==> config.mk <==
export PLATFORM = sky130hd
export DESIGN_NAME = ram_port_ctrl
export DESIGN_NICKNAME = d
export VERILOG_FILES = /design/src/rtl/ram_port_ctrl.sv
export SDC_FILE = /design/constraint.sdc
export NUM_CORES = 1
export LEC_CHECK = 0
export ABC_AREA = 1
export BUFFER_PORTS_ARGS = -buffer_cell sky130_fd_sc_hd__buf_2
export CAP_MARGIN = 20
export CORE_ASPECT_RATIO = 1.4
export CORE_MARGIN = 5
export CORE_UTILIZATION = 35
export CTS_BUF_LIST = sky130_fd_sc_hd__clkbuf_2
export DETAILED_ROUTE_END_ITERATION = 10
export PLACE_DENSITY = 0.5
export SETUP_SLACK_MARGIN = 0.05
export SYNTH_ARGS = -nofsm -noshare
export SYNTH_HDL_FRONTEND = slang
export SYNTH_SLANG_ARGS = --single-unit
export TNS_END_PERCENT = 30
==> constraint.sdc <==
create_clock -name clk -period 2.1 [get_ports clk]
set_input_delay 0.21 -clock clk [delete_from_list [all_inputs] [get_ports clk]]
set_output_delay 0.21 -clock clk [all_outputs]
set_load 0.01 [all_outputs]
==> src/rtl/ram_port_ctrl.sv <==
// ram_port_ctrl: front end for the 32x3 RAM.
// Turns a raw active-low key into one synchronized write strobe that
// captures the switch address and data. It also scans the read address
// upward once every TICK_CYCLES clocks.
// Optional build macro RAM_PORT_CTRL_PAUSE_EN adds a 'pause' input that
// freezes the read scan. The write path is not affected by it.
module ram_port_ctrl #(
  parameter int ADDR_W      = 5,
  parameter int DATA_W      = 3,
  parameter int TICK_CYCLES = 50000000
) (
  input  logic              clk,
  input  logic              reset,
  input  logic              key_n,
  input  logic [ADDR_W-1:0] sw_addr,
  input  logic [DATA_W-1:0] sw_data,
`ifdef RAM_PORT_CTRL_PAUSE_EN
  input  logic              pause,
`endif
  output logic              wr_en,
  output logic [ADDR_W-1:0] wr_addr,
  output logic [DATA_W-1:0] wr_data,
  output logic [ADDR_W-1:0] rd_addr,
  output logic              rd_tick,
  output logic              collide
);

  localparam int CNT_W = (TICK_CYCLES > 2) ? $clog2(TICK_CYCLES) : 1;
  localparam logic [CNT_W-1:0] TICK_LAST = CNT_W'(TICK_CYCLES - 1);

  // Key synchronizer chain plus the previous synchronized value for edge detect.
  logic             s1, s2, prev;
  logic [CNT_W-1:0] tick_cnt;

  // Next-state values. collide is computed from these so that it compares
  // the values the write and read ports will actually carry next cycle.
  logic              press;
  logic              scan_en;
  logic              wrap;
  logic [ADDR_W-1:0] wr_addr_nxt;
  logic [DATA_W-1:0] wr_data_nxt;
  logic [ADDR_W-1:0] rd_addr_nxt;
  logic [CNT_W-1:0]  tick_cnt_nxt;

`ifdef RAM_PORT_CTRL_PAUSE_EN
  assign scan_en = ~pause;
`else
  assign scan_en = 1'b1;
`endif

  // Press edge, captured write fields, scan step and the collision compare.
  always_comb begin
    // NOTE: every output of this block gets a default first so no path leaves a value unassigned, which would infer a latch.
    press        = 1'b0;
    wrap         = 1'b0;
    wr_addr_nxt  = wr_addr;
    wr_data_nxt  = wr_data;
    rd_addr_nxt  = rd_addr;
    tick_cnt_nxt = tick_cnt;

    press = ~s2 & prev;
    if (press) begin
      wr_addr_nxt = sw_addr;
      wr_data_nxt = sw_data;
    end

    if (scan_en) begin
      if (tick_cnt == TICK_LAST) begin
        wrap         = 1'b1;
        tick_cnt_nxt = '0;
        rd_addr_nxt  = rd_addr + 1'b1;
      end else begin
        tick_cnt_nxt = tick_cnt + 1'b1;
      end
    end
  end

  // Register all state. The reset is synchronous and active-high.
  // A reset loads the key chain with "pressed", so a key that is held
  // through reset never produces a write.
  always_ff @(posedge clk) begin
    // NOTE: state registers use non-blocking assignments, so every register in this block samples pre-edge values and the s1->s2->prev chain really shifts by one stage per clock.
    if (reset) begin
      s1       <= 1'b0;
      s2       <= 1'b0;
      prev     <= 1'b0;
      wr_en    <= 1'b0;
      wr_addr  <= '0;
      wr_data  <= '0;
      rd_addr  <= '0;
      rd_tick  <= 1'b0;
      collide  <= 1'b0;
      tick_cnt <= '0;
    end else begin
      s1       <= key_n;
      s2       <= s1;
      prev     <= s2;
      wr_en    <= press;
      wr_addr  <= wr_addr_nxt;
      wr_data  <= wr_data_nxt;
      rd_addr  <= rd_addr_nxt;
      rd_tick  <= wrap;
      collide  <= press && (wr_addr_nxt == rd_addr_nxt);
      tick_cnt <= tick_cnt_nxt;
    end
  end

endmodule

* Word level (Yosys, flattened, before mapping)
Index checks and enable logic that the tools add are counted.
W data, S select, Z words.
** Word-level totals
- Register bits after elaboration :: 45
- Latch bits :: 0
- Memory bits (writable) :: 0
- Memory bits (read-only) :: 0
- Input bits :: 11
- Output and inout bits :: 16
- Word-level logic and storage cells :: 21
- Memories kept :: 0
** Cells by class
- Add/subtract/negate cells :: 2
- Multiply operators :: 0
- Divide/modulo/power cells :: 0
- Order comparisons :: 0
- Equal/unequal tests :: 2
- Shifts and indexed selects :: 0
- Muxes and demuxes :: 3
- Bitwise gates (word level) :: 2
- Reductions and logical operators :: 2
** Operators with widths (count)
- $add A26 B1 Y26 const B :: 1
- $eq A26 B26 Y1 const B :: 1
- $mux W5 :: 2
- $add A5 B1 Y5 const B :: 1
- $eq A5 B5 Y1 :: 1
- $reduce_or A2 Y1 :: 1
- $and A1 B1 Y1 :: 1
- $logic_and A1 B1 Y1 :: 1
- $mux W1 :: 1
- $not A1 Y1 :: 1

* Logic depth before layout (Yosys ltp)
- Word-level depth :: 5
- Mapped depth :: 12
- Mapped depth without buffers :: 12

* Worst setup path before layout
Ideal clock, no wire load.
- Kind :: reg2reg
- Start point :: register tick_cnt[0]
- End point :: register tick_cnt[20]
- Setup time :: 0.066 ns
- Arrival :: 1.442 ns
- Path slack :: 0.592 ns
- Cell stages (with the launch flop) :: 11
- Path buffers :: 0
- Clock period less this slack :: 1.508 ns
- Cell sequence :: dfxtp_1 > ha_1 > nand2_2 > nor2_8 > nand2_4 > inv_2 > nand3_4 > nor3_2 > inv_1 > or2_0 > a21oi_2
** Between the ends
- Cells in the longest elaborated chain, start to end :: 2
- Elaborated cells between the ends (all ways) :: 3
- Classes of those cells :: add/sub (1); eq/ne (1); reduce/logical (1)
** Ends and longest elaborated chain
- start, declared :: RTL line 33 : logic [CNT_W-1:0] tick_cnt;
- start signal, assigned :: RTL line 104 : tick_cnt <= tick_cnt_nxt;
- branches (longest 2 deep; another with $add A26 B1 Y26)
Parallel ways; which one is timed is not known.
A chain may end at the register's enable or synchronous reset.

* Worst setup path after layout
Ends and elaborated chain as after synthesis.

==> flow_metrics.tcl <==
set metrics [dict create \
    vias_per_cell 4.717 \
    synth_top_area_share 0.3840 \
    setup_viol 0 \
    worst_hold_slack_ns 0.02297 \
    fillerInstances 714 \
    fin_ws_ns 0.3853 \
    clk_pin_slew_ns 0.23 \
    yosysTopAreaCell "dfxtp_1" \
    start_util 0.3571 \
    grt_max_degree 16 \
    grt_pass1_wl_mm 9.246 \
    grt_use_total 0.1389 \
    ant_nets 0 \
    drc 0 \
    synth_most_common_cell "nand2_1" \
    synth.distinct_cells 34 \
    hpwl_mm 4.384 \
    status "finished clean" \
    dp.cells 436 \
    tns_ns 0 \
    num_vias 2099 \
    core_sq_um 6569 \
    period_share 0.8165 \
    rows 35 \
    wirelength_mm 5.500 \
    power_density_nw_per_um2 580.8 \
    drive_gt1_frac 0.2022 \
    ir_drop_mv 0.2649 \
    critPathRequiredTime_ns 2.49 \
    period_needed_ns 1.715 \
    fmax_ghz 0.5832 \
    htree_levels 2 \
    io_pins 27 \
    io_buffers 26 \
    cts_resized 0 \
    grt_antenna_before_repair 0 \
    synthArstFlopShare 0 \
    cts_sinks 45 \
    slew_headroom 0.7841 \
    ys_top_cells_by_count "nand2_1 (65), nor2_1 (59), dfxtp_1 (45)" \
    r2r_slack_ns 0.39 \
    synth-edff-count 0 \
    synth-seq-cells 45 \
    synth_area_leaders "dfxtp_1 (38%), nand2_1 (10%), nor2_1 (9.4%)" \
    cp_max_fo 5 \
    arrival_ns 2.10 \
    finalHoldViolCount 0 \
    grt_pass1_vias 2002 \
    hold_class "primary input to flop" \
    post-place-ws_ns 0.3775 \
    numCtsBuffers 5 \
    nNetsFinal 383 \
    first_pass_iters 4 \
    synth_flop_cell "dfxtp_1" \
    cts_root_buf "clkbuf_2" \
    worstMarginPinSlew_ns 0.3205 \
    cp-end-kind "flop" \
    clockBufferDepth 2 \
    utilization 0.4067 \
    die_w_um 79.20 \
    slowest_stage "dfxtp_1" \
    die_h_um 106.9 \
    syn_to_final_growth_pct 13.87 \
    tritoncts "yes" \
    cpPeakStageDelay_ns 0.40 \
    rsz0062_at_grt "false" \
    place.gp.congestion 0.8444 \
    post_cts_buffers 0 \
    path_class "flop to flop" \
    final_cell_count_no_fill 445 \
    final.setup_skew_ns 0.02233 \
    clkLatencyLatePin_ns 0.42 \
    maxCapViolCount 0 \
    cp-start-kind "flop" \
    seq_area_frac_synth 0.3840 \
    syn-num-nets 350 \
    slew_viol_final 0 \
    synthCells 337 \
    overflow 0 \
    p_leak_nw 1.191 \
    synthesis.area_sq_um 2346 \
    drt_iter0_markers 81 \
    yosysWarnings 0 \
    wl_per_cell_um 12.36 \
    synth.avg_cell_area_sq_um 6.961 \
    die_area_sq_um 8464 \
    worstPathCellList "ha_1, nand2_2, nor2_8, nand2_4, inv_2, nand3_4, nor3_2, inv_1, or2_0, a21oi_2" \
    diodes 0 \
]
-- logic make-up after synthesis --
kind of cell / share of synthesized area
multiplexers: 0.004267
adder cells (fa/ha/maj): 0.01066
XOR/XNOR: 0.04480
AND/OR/NAND/NOR: 0.4037
buffers and inverters: 0.08853
flip-flops: 0.3840
AO/OA/AOI/OAI: 0.06401
-- worst paths after layout --
path	start	endpoint	cells after the start
setup / recovery	tick_cnt[0]	tick_cnt[20]	10
hold / removal	sw_data[1]	wr_data[1]	3
setup reg to reg	tick_cnt[0]	tick_cnt[20]	10
hold reg to reg	s1	s2	2
-- routing by layer --
layer  up-vias  global-route usage  routed length [um]
met1       916              0.1532                2215
met3        13             0.02773                 262
met2        54              0.2500                2868
met4         0             0.06634                 155
li1       1116                   -                   -
met5         -                   0                   0
-- registers in the layout, indices dropped and copies added, names as in the netlist --
register / cells
rd_addr: 5
wr_en: 1
wr_addr: 5
wr_data: 3
prev: 1
tick_cnt: 26
collide: 1
rd_tick: 1
s2: 1
s1: 1
-- per-stage QoR --
step / cell area [sq um] / power [mW]
finish: 2671 / 1.552
global route: 2671 / 1.613
CTS: 2671 / 1.584
detailed placement: 2571 / 0.9588
global placement: 2571 / 0.9580
floorplan: 2346 / 0.9319
-- critical path, delay by kind of cell, from the launching register on --
kind                       cells  cell delay (ns)
DFF                            1             0.40
adders and majority gates      1             0.19
AOI/OAI and AO/OA              1             0.11
buffers and inverters          2             0.18
and+or+nand+nor                6             0.80
-- power by group --
group          switching (mW)  total [mW]  internal (mW)
combinational          0.0400      0.0686         0.0286
sequential            0.00549       0.874          0.868
clock                   0.291       0.609          0.318
-- final cells by class --
| type | count | area, sq um | area share |
|---|---|---|---|
| Multi-Input combinational cell | 239 | 1237 | 0.4632 |
| Sequential cell | 45 | 900.9 | 0.3372 |
| Inverter | 48 | 180.2 | 0.06745 |
| Timing Repair Buffer | 31 | 170.2 | 0.06370 |
| Tap cell | 74 | 92.59 | 0.03466 |
| Clock inverter | 3 | 65.06 | 0.02436 |
| Clock buffer | 5 | 25.02 | 0.009368 |
-- placed cells by master (no fill, tap or decap), types with 5 or more instances in the layout --
cell | Yosys | layout
nor2_2 | 7 | 7
nand2_2 | 8 | 8
clkbuf_2 | 0 | 5
nand3_1 | 27 | 27
nor3_1 | 7 | 7
dfxtp_1 | 45 | 45
nand2_1 | 65 | 65
buf_2 | 1 | 26
inv_1 | 39 | 39
o21ai_0 | 10 | 10
nor2_1 | 59 | 59
nand4_1 | 5 | 5
inv_2 | 9 | 9
a21oi_1 | 14 | 14
xor2_1 | 8 | 8
-- repair_timing --
action | in CTS | in global routing
hold buffers | 1 | 0
hold endpoints to repair | 1 | 0
setup endpoints to repair | 0 | 0
Note: power is estimated with default switching activity, not from simulation.
